`config.mk`:
```
export PLATFORM = sky130hd
export DESIGN_NAME = alu_share_arb
export DESIGN_NICKNAME = d
export VERILOG_FILES = /design/src/rtl/alu_pkg.sv /design/src/rtl/alu_arb_grant.sv /design/src/rtl/alu_share_arb.sv
export SDC_FILE = /design/constraint.sdc
export NUM_CORES = 1
export LEC_CHECK = 0
export BUFFER_PORTS_ARGS = -buffer_cell sky130_fd_sc_hd__buf_2
export CORE_AREA = 3 3 115 117
export DETAILED_ROUTE_END_ITERATION = 10
export DIE_AREA = 0 0 118 120
export PLACE_DENSITY = 0.66
export SETUP_SLACK_MARGIN = 0.5
export SLEW_MARGIN = 20
export SYNTH_ARGS = -nofsm -noshare
export SYNTH_HDL_FRONTEND = slang
export SYNTH_SLANG_ARGS = --single-unit
export TNS_END_PERCENT = 50
```
`constraint.sdc`:
```
create_clock -name clk -period 1.4 [get_ports clk]
set_input_delay 0.21 -clock clk [delete_from_list [all_inputs] [get_ports clk]]
set_output_delay 0.21 -clock clk [all_outputs]
set_load 0.01 [all_outputs]
```
`src/rtl/alu_pkg.sv`:
```
// Shared definitions for the ALU sharing arbiter: ALU function codes,
// flag bit positions, port identifiers and the starvation counter width.
package alu_pkg;

    // ALU function codes (shift family is 4'b10xx, low bits pick the shift type)
    localparam logic [3:0] ALUFN_ADD   = 4'b0000;
    localparam logic [3:0] ALUFN_SUB   = 4'b0001;
    localparam logic [3:0] ALUFN_PASSB = 4'b0011;
    localparam logic [3:0] ALUFN_OR    = 4'b0100;
    localparam logic [3:0] ALUFN_AND   = 4'b0101;
    localparam logic [3:0] ALUFN_XOR   = 4'b0111;
    localparam logic [3:0] ALUFN_SLL   = 4'b1000;
    localparam logic [3:0] ALUFN_SRL   = 4'b1001;
    localparam logic [3:0] ALUFN_SRA   = 4'b1011;
    localparam logic [3:0] ALUFN_SLT   = 4'b1101;
    localparam logic [3:0] ALUFN_SLTU  = 4'b1111;

    // Bit positions inside the packed {cf,zf,vf,sf} flag vector
    localparam int FLAG_CF = 3;
    localparam int FLAG_ZF = 2;
    localparam int FLAG_VF = 1;
    localparam int FLAG_SF = 0;

    // Requester identifiers
    localparam logic PORT_EX  = 1'b0;
    localparam logic PORT_AUX = 1'b1;

    // Width of the starvation counter (limit range 1..15)
    localparam int STARVE_CNT_W = 4;

    // Pack the individual ALU flags into the response flag vector
    function automatic logic [3:0] pack_flags(input logic cf, input logic zf,
                                              input logic vf, input logic sf);
        return {cf, zf, vf, sf};
    endfunction

endpackage

```
`src/rtl/alu_arb_grant.sv`:
```
// Grant selection for the shared ALU. Port 0 (EX) has fixed priority.
// With ALU_ARB_STARVE_EN defined, a saturating counter of port-0 wins taken
// while port 1 waits forces one port-1 grant once it reaches STARVE_LIMIT.
module alu_arb_grant
    import alu_pkg::*;
#(
    parameter int STARVE_LIMIT = 4
) (
`ifdef ALU_ARB_STARVE_EN
    input  logic clk,
    input  logic rst_n,
    input  logic slot_free,
`endif
    input  logic req0_valid,
    input  logic req1_valid,
    output logic gnt_vld,
    output logic gnt_id
);

`ifdef ALU_ARB_STARVE_EN
    localparam logic [STARVE_CNT_W-1:0] LIMIT = STARVE_CNT_W'(STARVE_LIMIT);

    logic [STARVE_CNT_W-1:0] starve_cnt_q;
    logic [STARVE_CNT_W-1:0] starve_cnt_d;
    logic                    force_aux;
    logic                    fire;

    assign force_aux = (starve_cnt_q == LIMIT) && req1_valid;
    assign fire      = gnt_vld && slot_free;

    // Priority select, overridden toward port 1 once it has waited long enough
    always_comb begin
        gnt_vld = req0_valid || req1_valid;
        gnt_id  = (force_aux || !req0_valid) ? PORT_AUX : PORT_EX;
    end

    // Count port-0 wins while port 1 waits; clear when port 1 is served or leaves
    always_comb begin
        starve_cnt_d = starve_cnt_q;
        if (!req1_valid) begin
            starve_cnt_d = '0;
        end else if (fire) begin
            if (gnt_id == PORT_AUX) begin
                starve_cnt_d = '0;
            end else if (starve_cnt_q != LIMIT) begin
                starve_cnt_d = starve_cnt_q + 1'b1;
            end
        end
    end

    // Starvation counter register
    always_ff @(posedge clk or negedge rst_n) begin
        if (!rst_n) begin
            starve_cnt_q <= '0;
        end else begin
            starve_cnt_q <= starve_cnt_d;
        end
    end
`else
    // Strict fixed priority: port 1 only when port 0 is idle
    always_comb begin
        gnt_vld = req0_valid || req1_valid;
        gnt_id  = req0_valid ? PORT_EX : PORT_AUX;
    end
`endif

endmodule

```
`src/rtl/alu_share_arb.sv`:
```
// Two-port arbiter sharing one external RV32 ALU between the EX stage
// (port 0) and an auxiliary requester (port 1). The granted request drives
// the ALU combinationally; the result is captured in a one-entry response
// register with valid/ready handshake. Optional starvation protection for
// port 1 is enabled with the ALU_ARB_STARVE_EN macro.
module alu_share_arb
    import alu_pkg::*;
#(
    parameter int STARVE_LIMIT = 4
) (
    input  logic        clk,
    input  logic        rst_n,
    input  logic        req0_valid,
    output logic        req0_ready,
    input  logic [31:0] req0_a,
    input  logic [31:0] req0_b,
    input  logic [4:0]  req0_shamt,
    input  logic [3:0]  req0_alufn,
    input  logic        req1_valid,
    output logic        req1_ready,
    input  logic [31:0] req1_a,
    input  logic [31:0] req1_b,
    input  logic [4:0]  req1_shamt,
    input  logic [3:0]  req1_alufn,
    output logic [31:0] alu_a,
    output logic [31:0] alu_b,
    output logic [4:0]  alu_shamt,
    output logic [3:0]  alu_alufn,
    input  logic [31:0] alu_r,
    input  logic        alu_cf,
    input  logic        alu_zf,
    input  logic        alu_vf,
    input  logic        alu_sf,
    output logic        rsp_valid,
    input  logic        rsp_ready,
    output logic        rsp_id,
    output logic [31:0] rsp_r,
    output logic [3:0]  rsp_flags
);

    logic        gnt_vld;
    logic        gnt_id;
    logic        gnt_live;
    logic        slot_free;
    logic        fire;

    logic        rsp_valid_q, rsp_valid_d;
    logic        rsp_id_q,    rsp_id_d;
    logic [31:0] rsp_r_q,     rsp_r_d;
    logic [3:0]  rsp_flags_q, rsp_flags_d;

    alu_arb_grant #(
        .STARVE_LIMIT (STARVE_LIMIT)
    ) u_grant (
`ifdef ALU_ARB_STARVE_EN
        .clk        (clk),
        .rst_n      (rst_n),
        .slot_free  (slot_free),
`endif
        .req0_valid (req0_valid),
        .req1_valid (req1_valid),
        .gnt_vld    (gnt_vld),
        .gnt_id     (gnt_id)
    );

    // Grant is suppressed while reset is asserted so readies and ALU drive read 0
    assign gnt_live   = gnt_vld && rst_n;
    assign slot_free  = !rsp_valid_q || rsp_ready;
    assign fire       = gnt_live && slot_free;
    assign req0_ready = fire && (gnt_id == PORT_EX);
    assign req1_ready = fire && (gnt_id == PORT_AUX);

    // Operand mux toward the ALU; follows the grant even when the slot is busy
    always_comb begin
        alu_a     = '0;
        alu_b     = '0;
        alu_shamt = '0;
        alu_alufn = ALUFN_ADD;
        if (gnt_live) begin
            if (gnt_id == PORT_EX) begin
                alu_a     = req0_a;
                alu_b     = req0_b;
                alu_shamt = req0_shamt;
                alu_alufn = req0_alufn;
            end else begin
                alu_a     = req1_a;
                alu_b     = req1_b;
                alu_shamt = req1_shamt;
                alu_alufn = req1_alufn;
            end
        end
    end

    // Response slot: load on fire (also covers drain+fire), clear on drain only
    always_comb begin
        rsp_valid_d = rsp_valid_q;
        rsp_id_d    = rsp_id_q;
        rsp_r_d     = rsp_r_q;
        rsp_flags_d = rsp_flags_q;
        if (fire) begin
            rsp_valid_d = 1'b1;
            rsp_id_d    = gnt_id;
            rsp_r_d     = alu_r;
            rsp_flags_d = pack_flags(alu_cf, alu_zf, alu_vf, alu_sf);
        end else if (rsp_valid_q && rsp_ready) begin
            rsp_valid_d = 1'b0;
        end
    end

    // Response register
    always_ff @(posedge clk or negedge rst_n) begin
        if (!rst_n) begin
            rsp_valid_q <= 1'b0;
            rsp_id_q    <= 1'b0;
            rsp_r_q     <= '0;
            rsp_flags_q <= '0;
        end else begin
            rsp_valid_q <= rsp_valid_d;
            rsp_id_q    <= rsp_id_d;
            rsp_r_q     <= rsp_r_d;
            rsp_flags_q <= rsp_flags_d;
        end
    end

    assign rsp_valid = rsp_valid_q;
    assign rsp_id    = rsp_id_q;
    assign rsp_r     = rsp_r_q;
    assign rsp_flags = rsp_flags_q;

endmodule
```
; ---- Word-level counts from Yosys, hierarchy flattened
; Cells that the tools add are included.
[word_totals]
reg_bits = 38
inputBits = 187
output_inout_bits = 113
word_cells = 24
[op_classes]
mux = 11
n_reduce_logical = 9
[op_table]
columns = op, count
row1 = two-way mux 32 bit, 4
row2 = two-way mux 5 bit, 2
row3 = two-way mux 4 bit, 2
row4 = logical AND 1 bit, 5
row5 = two-way mux 1 bit, 3
row6 = logical OR 1 bit, 2
row7 = nonzero test 2 bit, 1
row8 = logical NOT 1 bit, 1

; ---- Logic depth before layout (Yosys ltp)
; Gate-level depths: netlist of run 1.
[logic_depth]
ltp_word = 4
mapped_depth = 5
ltp_nobuf = 3

; ---- Cells and area by module
; A second synthesis of run 1 with hierarchy kept.
[unflattened]
hier_cells = 251
hier_area_um2 = 2600.0
[by_module_without_submodules]
columns = mod, instances, cells_each, area_each_um2, seq_area_each_um2
row1 = alu_share_arb, 1, 249, 2590.0, 950.9
row2 = alu_arb_grant, 1, 2, 10.0, 0.0

; ---- Least setup slack after synthesis of run 1
; Ideal clock, no wire load.
[synth_timing]
path_kind = reg2reg
from = reg rsp_valid_q, in the netlist rsp_valid
to = reg rsp_flags_q[0], in the netlist rsp_flags[0]
setup_ns = 0.125
t_arrival_ns = 1.303
path_slack_ns = -0.028
stages_incl_launch_ff = 5
synth_period_minus_slack_ns = 1.428
path_cell_list = dfrtp_1 -> nor2b_1 -> nor2_4 -> buf_6 -> mux2_4
[synth_via]
elab_chain_cells = 3
[synth_rtl]
columns = element, line_no
row1 = start: declaration, alu_share_arb.sv:47  ; logic rsp_valid_q, rsp_valid_d;
row2 = start signal: assignment, alu_share_arb.sv:118  ; rsp_valid_q <= rsp_valid_d;
row3 = logical NOT 1 bit, alu_share_arb.sv:68  ; assign slot_free = !rsp_valid_q || rsp_ready;
row4 = logical OR 1 bit, alu_share_arb.sv:68
row5 = logical AND 1 bit, alu_share_arb.sv:69  ; assign fire = gnt_live && slot_free;
row6 = end signal: assignment, alu_share_arb.sv:121  ; rsp_flags_q <= rsp_flags_d;
row7 = end: declaration, alu_share_arb.sv:50  ; logic [3:0] rsp_flags_q, rsp_flags_d;
; No other way between the ends.
; A chain may end at the register's enable or synchronous reset.

; ---- Final worst setup path of run 1
[layout_timing]
from = reg rsp_valid_q, in the netlist rsp_valid
to = out req0_ready
[layout_via]
elab_chain_cells = 4
[layout_rtl]
columns = element, line_no
row1 = logical NOT 1 bit, alu_share_arb.sv:68
row2 = logical OR 1 bit, alu_share_arb.sv:68
row3 = logical AND 1 bit, alu_share_arb.sv:69
row4 = logical AND 1 bit, alu_share_arb.sv:70  ; assign req0_ready = fire && (gnt_id == PORT_EX);
row5 = end: declaration, alu_share_arb.sv:14  ; output logic req0_ready,
; No other way between the ends.

==> results of run 1 <==
==> power breakdown <==
group          total (µW)  switching (µW)  internal (µW)  leakage, µW
registers            1410             111           1300     0.000446
logic                2240             946           1300      0.00261
clock network        1290             410            878    0.0000829
==> metal layers <==
| layer | track usage | up-vias | part of all wire |
|---|---|---|---|
| li1 | - | 1540 | - |
| met1 | 0.189 | 1592 | 0.39 |
| met3 | 0.0434 | 39 | 0.076 |
| met5 | 0 | - | 0.00082 |
| met4 | 0.0447 | 2 | 0.036 |
| met2 | 0.274 | 195 | 0.50 |
==> registers in the layout, indices dropped and copies added (netlist names) <==
register,flops
rsp_flags,4
rsp_valid,1
rsp_id,1
rsp_r,32
==> path summary, 6_finish.rpt <==
kind | from | endpoint | slack (ps) | depth (start not counted)
worst max-delay path | rsp_valid | req0_ready | -40 | 5
worst max register to register | rsp_valid | rsp_r[14] | -40 | 7
worst min-delay path | rst_n | rsp_r[31] | -6 | 2
min in group clk | alu_r[9] | rsp_r[9] | 150 | 2
max in group asynchronous | rst_n | rsp_r[19] | 1060 | 2
worst min register to register | rsp_r[7] | rsp_r[7] | 480 | 1
==> area by class of cell <==
cell class / instances / area, µm²
Clock buffer: 6 / 139
Tap cell: 172 / 215
Inverter: 1 / 3.75
Clock inverter: 1 / 30.0
Fill cell: 1071 / 6250
Timing Repair Buffer: 355 / 2770
Multi-Input combinational cell: 190 / 2100
Sequential cell: 38 / 951
Antenna cell: 1 / 2.50
==> repair_timing <==
item	CTS	global route
setup endpoints to repair	150	150
setup buffers	13	4
cloned	8	4
gates resized for setup	112	138
pin swaps	48	54
hold buffers	0	0
==> cells in the final DEF (no fill, tap or decap) <==
| cell type | n |
|---|---|
| mux2_1 | 9 |
| nor2b_4 | 1 |
| and2_4 | 1 |
| dfrtp_1 | 38 |
| o21ai_0 | 2 |
| nor3_1 | 1 |
| buf_8 | 10 |
| bufinv_16 | 1 |
| diode_2 | 1 |
| buf_4 | 8 |
| o21ai_4 | 1 |
| mux2_2 | 5 |
| buf_2 | 241 |
| nor2_2 | 13 |
| mux2_4 | 22 |
| clkbuf_16 | 8 |
| mux2i_4 | 12 |
| buf_16 | 8 |
| buf_6 | 73 |
| clkbuf_8 | 1 |
| nand2b_1 | 1 |
| nor2_1 | 19 |
| buf_12 | 12 |
| mux2i_2 | 13 |
| mux2i_1 | 48 |
| inv_1 | 1 |
| nor2_4 | 42 |
==> stage by stage <==
stage               total power [µW]   util  instance area, µm²
global route                    5180  0.499                6220
detailed placement              2910  0.360                4490
floorplan                       2180      -                2690
CTS                             4590  0.437                5450
finish                          4940  0.499                6220
global placement                2900  0.360                4490
==> cells by family (layout without fill, tap and decap cells) <==
kind of cell	after synthesis	in the layout	synth area share
buffers and inverters	21	363	0.0518
AND/OR/NAND/NOR	78	78	0.117
AO/OA/AOI/OAI	3	3	0.00998
other	0	1	0
flip-flops	38	38	0.361
multiplexers	109	109	0.460
==> worst register-to-register path: stages (launching register included) <==
cell	delay, ps
dfrtp_1	340
nor2b_4	180
nor2_4	60
buf_12	120
buf_4	120
buf_6	100
buf_8	120
mux2_4	290
==> flow_metrics.tcl, run 1 <==
set metrics [dict create \
    outcome "complete, but fails checks" \
    failed_checks "hold timing, setup timing" \
    synth_area_leaders "dfrtp_1 36%, mux2i_1 28%, mux2_4 11%" \
    grt.total_usage 0.157 \
    powerDensity_nw_per_um2 794 \
    synth_top_area_frac 0.361 \
    yosys.area.top_type "dfrtp_1" \
    drive_gt1_frac 0.799 \
    finalNetCount 778 \
    ys_seq_elements 38 \
    syn_nets 436 \
    cts-root-buf "clkbuf_16" \
    grt_start_max_net_pins 39 \
    setup_tns_ps -121 \
    worstPathCellList "nor2b_4 -> nor2_4 -> buf_12 -> and2_4 -> buf_6" \
    cts_buffers 5 \
    synth_edf_count 0 \
    skew_ps 4.50 \
    clk_latency_ps 270 \
    tightest_slew_ps 479 \
    max_cap_viol_count 0 \
    clock_path_buffers 2 \
    htree_levels 2 \
    via_per_inst 4.41 \
    setup_viol 3 \
    io_pins 300 \
    drt-pass1-iter-count 4 \
    required_ps 1190 \
    fin_crit_ps 1440 \
    synth_ff_type "dfrtp_1" \
    wire_per_inst_um 17.5 \
    ys_warn_count 0 \
    hpwl_um 8310 \
    die_area_um2 14200 \
    grt_pass1_wl_um 17700 \
    finalHoldViolCount 11 \
    worst-path-buf-inv 2 \
    drt_iter0_markers 162 \
    start_util 0.211 \
    io_buffers 299 \
    critPathSlowestCell "dfrtp_1" \
    grt_pass1_vias 3233 \
    ant_nets 0 \
    synth_cell_type_count 18 \
    worst-setup-path-type "reg2out" \
    max_freq_mhz 692 \
    dp_slack_ps -14.2 \
    die_y_um 120 \
    p_leak_uw 0.00314 \
    avgSynthCellArea_um2 10.6 \
    core-area_um2 12500 \
    end_kind "output port" \
    rows 41 \
    grt_overflow 0 \
    async_flop_share 1.00 \
    worstPathArrival_ps 1230 \
    syn_inst 249 \
    final_cells 764 \
    drc 0 \
    min_path_type "in2async" \
    cp-start-kind "flip-flop" \
    syn2layout_area_growth_pct 136 \
    cp_top_family "simple AND/OR/NAND/NOR gates" \
    timing.final.ws_setup_ps -44.3 \
    clock-sinks 38 \
    rsz0062_at_grt "true" \
    clkTransAtPathRegs_ps 60 \
    numPlacedInstances 727 \
    die_w_um 118 \
    relSlewSlack 0.681 \
    drt-total-wl_um 13400 \
    irDropWorstVdd_v 0.000624 \
    fin_crit_sh 1.03 \
    synth-seq-area-share 0.361 \
    cts_tree "done" \
    crit_fanout 3 \
    num_vias 3368 \
    drv_slew 0 \
    netlist_area_um2 2630 \
    gp_congestion 0.747 \
    fin_hold_ws_ps -6.33 \
    synthTopCellsByCount "73 x mux2i_1, 73 x nor2_1, 38 x dfrtp_1" \
    critPathMaxStageDelay_ps 370 \
    antenna_found_initial 2 \
]
(Power assumes the default switching activity.)
==> run 2, diff against run 1 <==
--- a/config.mk
+++ b/config.mk
@@ -5,11 +5,12 @@
 export SDC_FILE = /design/constraint.sdc
 export NUM_CORES = 1
 export LEC_CHECK = 0
+export ABC_AREA = 1
 export BUFFER_PORTS_ARGS = -buffer_cell sky130_fd_sc_hd__buf_2
 export CORE_AREA = 3 3 115 117
 export DETAILED_ROUTE_END_ITERATION = 10
 export DIE_AREA = 0 0 118 120
-export PLACE_DENSITY = 0.66
+export PLACE_DENSITY = 0.69
 export SETUP_SLACK_MARGIN = 0.5
 export SLEW_MARGIN = 20
 export SYNTH_ARGS = -nofsm -noshare
==> run 2 against run 1 <==
The run now ends clean. Hold slack gained 120 ps. First-iteration DRC count grew 28%. Final cell count rose by 36%. Clock power down 13%. Sequential share of layout area increased by 1.5 points. Global-route usage is 1.8 points higher. Flip-flop and latch count unchanged. Via count up 27%. Non-clock buffer count down 21. Critical path depth rose by 4. Register-to-register slack gained 280 ps. Critical path type is now in2out.
==> flow_metrics.tcl, run 2 <==
set metrics [dict create \
    p_clk_frac 0.260 \
    reg2reg_from "rsp_valid" \
    io_buffers 299 \
    syn2layout_area_growth_pct 87.3 \
    met1_usage 0.225 \
    cts-root-buf "clkbuf_16" \
    cp-start-kind "input pin" \
    skew_ps 2.68 \
    hold_buffers 0 \
    drt_iter0_markers 208 \
    yosys.area.top_type "nand2_1" \
    outcome "completed" \
    min_path_type "in2async" \
    ys_seq_elements 38 \
    worstPathCellList "buf_8 -> nor2_4 -> nor2_4 -> buf_12 -> buf_12 -> buf_16 -> nand2_4 -> inv_2 -> buf_6" \
    die_y_um 120 \
    layout_commonest_cell "nand2_1" \
    die_area_um2 14200 \
    tightest_slew_ps 481 \
    grt.total_usage 0.175 \
    synth.most_common_cell "nand2_1" \
    grt_pass1_wl_um 20400 \
    met2_usage 0.307 \
    rsz0062_at_grt "true" \
    largest_reg_flops 32 \
    drv_slew 0 \
    wire_per_inst_um 13.0 \
    drive_gt1_frac 0.469 \
    fin_crit_sh 0.938 \
    fin_hold_ws_ps 112 \
    relSlewSlack 0.679 \
    mostFrequentLayoutCells "339 x nand2_1, 275 x buf_2, 48 x inv_1" \
    ant_nets 0 \
    setup_tns_ps 0 \
    syn_inst 562 \
    cts_tree "done" \
    synth_ff_type "dfrtp_1" \
    synth_area_leaders "nand2_1 46%, dfrtp_1 32%, inv_1 9.6%" \
    critPathSlowestCell "buf_12" \
    hpwl_um 9350 \
    synth_cell_type_count 9 \
    worst-path-buf-inv 6 \
    antenna_found_initial 2 \
    irDropWorstVdd_v 0.000379 \
    cp_top_family "buffers and inverters" \
    ys_warn_count 0 \
    via_per_inst 4.12 \
    clock-sinks 38 \
    p_switching_uw 1440 \
    required_ps 1190 \
    startpoint "req1_valid" \
    synth_top_area_frac 0.459 \
    netlist_area_um2 3020 \
    die_w_um 118 \
    worstPathArrival_ps 1100 \
    clock_path_buffers 2 \
    p_leak_uw 0.00393 \
    finalHoldViolCount 0 \
    dp_slack_ps 10.8 \
    timing.final.ws_setup_ps 87.1 \
    io_pins 300 \
    clk_latency_ps 270 \
    core-area_um2 12500 \
    clkTransAtPathRegs_ps 50 \
    power.internal_uw 2840 \
    grt_overflow 0 \
    grt_start_max_net_pins 57 \
    syn_nets 749 \
    powerDensity_nw_per_um2 758 \
    grt_util_met3 0.0339 \
    fin_crit_ps 1310 \
    netSwitchingFraction 0.337 \
    cts_buffers 5 \
    finalPower_uw 4280 \
    combPwrFrac 0.420 \
    crit_fanout 7 \
    htree_levels 2 \
    worst-setup-path-type "in2out" \
    drt-total-wl_um 13500 \
    num_vias 4293 \
    seqPwrFrac 0.320 \
    grt_pass1_vias 3941 \
    drt-pass1-iter-count 4 \
    max_cap_viol_count 0 \
    grt_busiest_layer "met2" \
    start_util 0.242 \
    async_flop_share 1.00 \
    drc 0 \
    critPathMaxStageDelay_ps 150 \
    finalNetCount 1054 \
    rows 41 \
    setup_viol 0 \
    synthTopCellsByCount "369 x nand2_1, 77 x inv_1, 38 x dfrtp_1, 38 x nand3_1, 27 x buf_2" \
    max_freq_mhz 762 \
    synth-seq-area-share 0.315 \
    avgSynthCellArea_um2 5.37 \
    end_kind "output port" \
    synth_edf_count 0 \
    gp_congestion 0.830 \
]
run 2: changes by cell type in the layout (fill, tap and decap cells not counted), moves of 19 or more:
| cell | previous run | this run |
|---|---|---|
| inv_2 | 0 | 28 |
| buf_6 | 73 | 24 |
| buf_2 | 241 | 275 |
| nand3_1 | 0 | 36 |
| nand2_1 | 0 | 339 |
| nor2_4 | 42 | 3 |
| mux2i_1 | 48 | 0 |
| nor2_1 | 19 | 0 |
| mux2_4 | 22 | 0 |
| inv_1 | 1 | 48 |
run 2: cell families after synthesis:
| kind of cell | share of synthesized area |
|---|---|
| simple gates | 0.526 |
| buf+inv | 0.159 |
| flops | 0.315 |
run 2: path summary, 6_finish.rpt:
path                             endpoint  slack [ps]  depth (start not counted)
worst max-delay path            alu_a[27]          90                          9
worst min-delay path             rsp_r[8]         110                          3
worst max register to register  rsp_r[19]         240                          6
worst min register to register  rsp_r[16]         460                          2
max in group asynchronous       rsp_r[14]         950                          3
min in group clk                 rsp_r[5]         160                          3
run 2: final cells by class:
cell class | instances | area (µm²)
Clock inverter | 2 | 12.5
Fill cell | 1332 | 6810
Tap cell | 172 | 215
Antenna cell | 1 | 2.50
Inverter | 78 | 303
Timing Repair Buffer | 334 | 2260
Clock buffer | 6 | 139
Multi-Input combinational cell | 410 | 1770
Sequential cell | 38 | 951
run 2: power groups by stage:
stage / Clock [µW] / Sequential [µW] / Combinational, µW
finish: 1120 / 1370 / 1800
global route: 1200 / 1390 / 1980
CTS: 1150 / 1360 / 1730
detailed placement: 0 / 1380 / 1500
global placement: 0 / 1380 / 1490
floorplan: 0 / 1470 / 716
run 2: routing by layer:
layer  routed length [µm]  vias up
met1                 5630     1870
met3                  902       10
li1                     -     2232
met4                   99        2
met2                 6900      179
met5                    7        -
run 2: timing repair:
action / CTS / global route
gates cloned: 7 / 3
gates resized for setup: 56 / 18
pin swaps: 5 / 3
buffers inserted: 8 / 1
endpoints found under the setup margin: 151 / 151
run 2: worst register-to-register path: cells and delay by family (launching register included):
family | cells | cell delay (ps)
flops | 1 | 400
buf+inv | 2 | 320
simple gates | 4 | 320
run 2: per-stage QoR:
step | utilization | instances | area, µm²
5_1_grt | 0.453 | 1041 | 5650
4_1_cts | 0.440 | 1036 | 5490
3_5_place_dp | 0.387 | 1013 | 4830
3_3_place_gp | 0.387 | 1013 | 4830
2_1_floorplan | - | 562 | 3210
6_report | 0.453 | 1041 | 5650
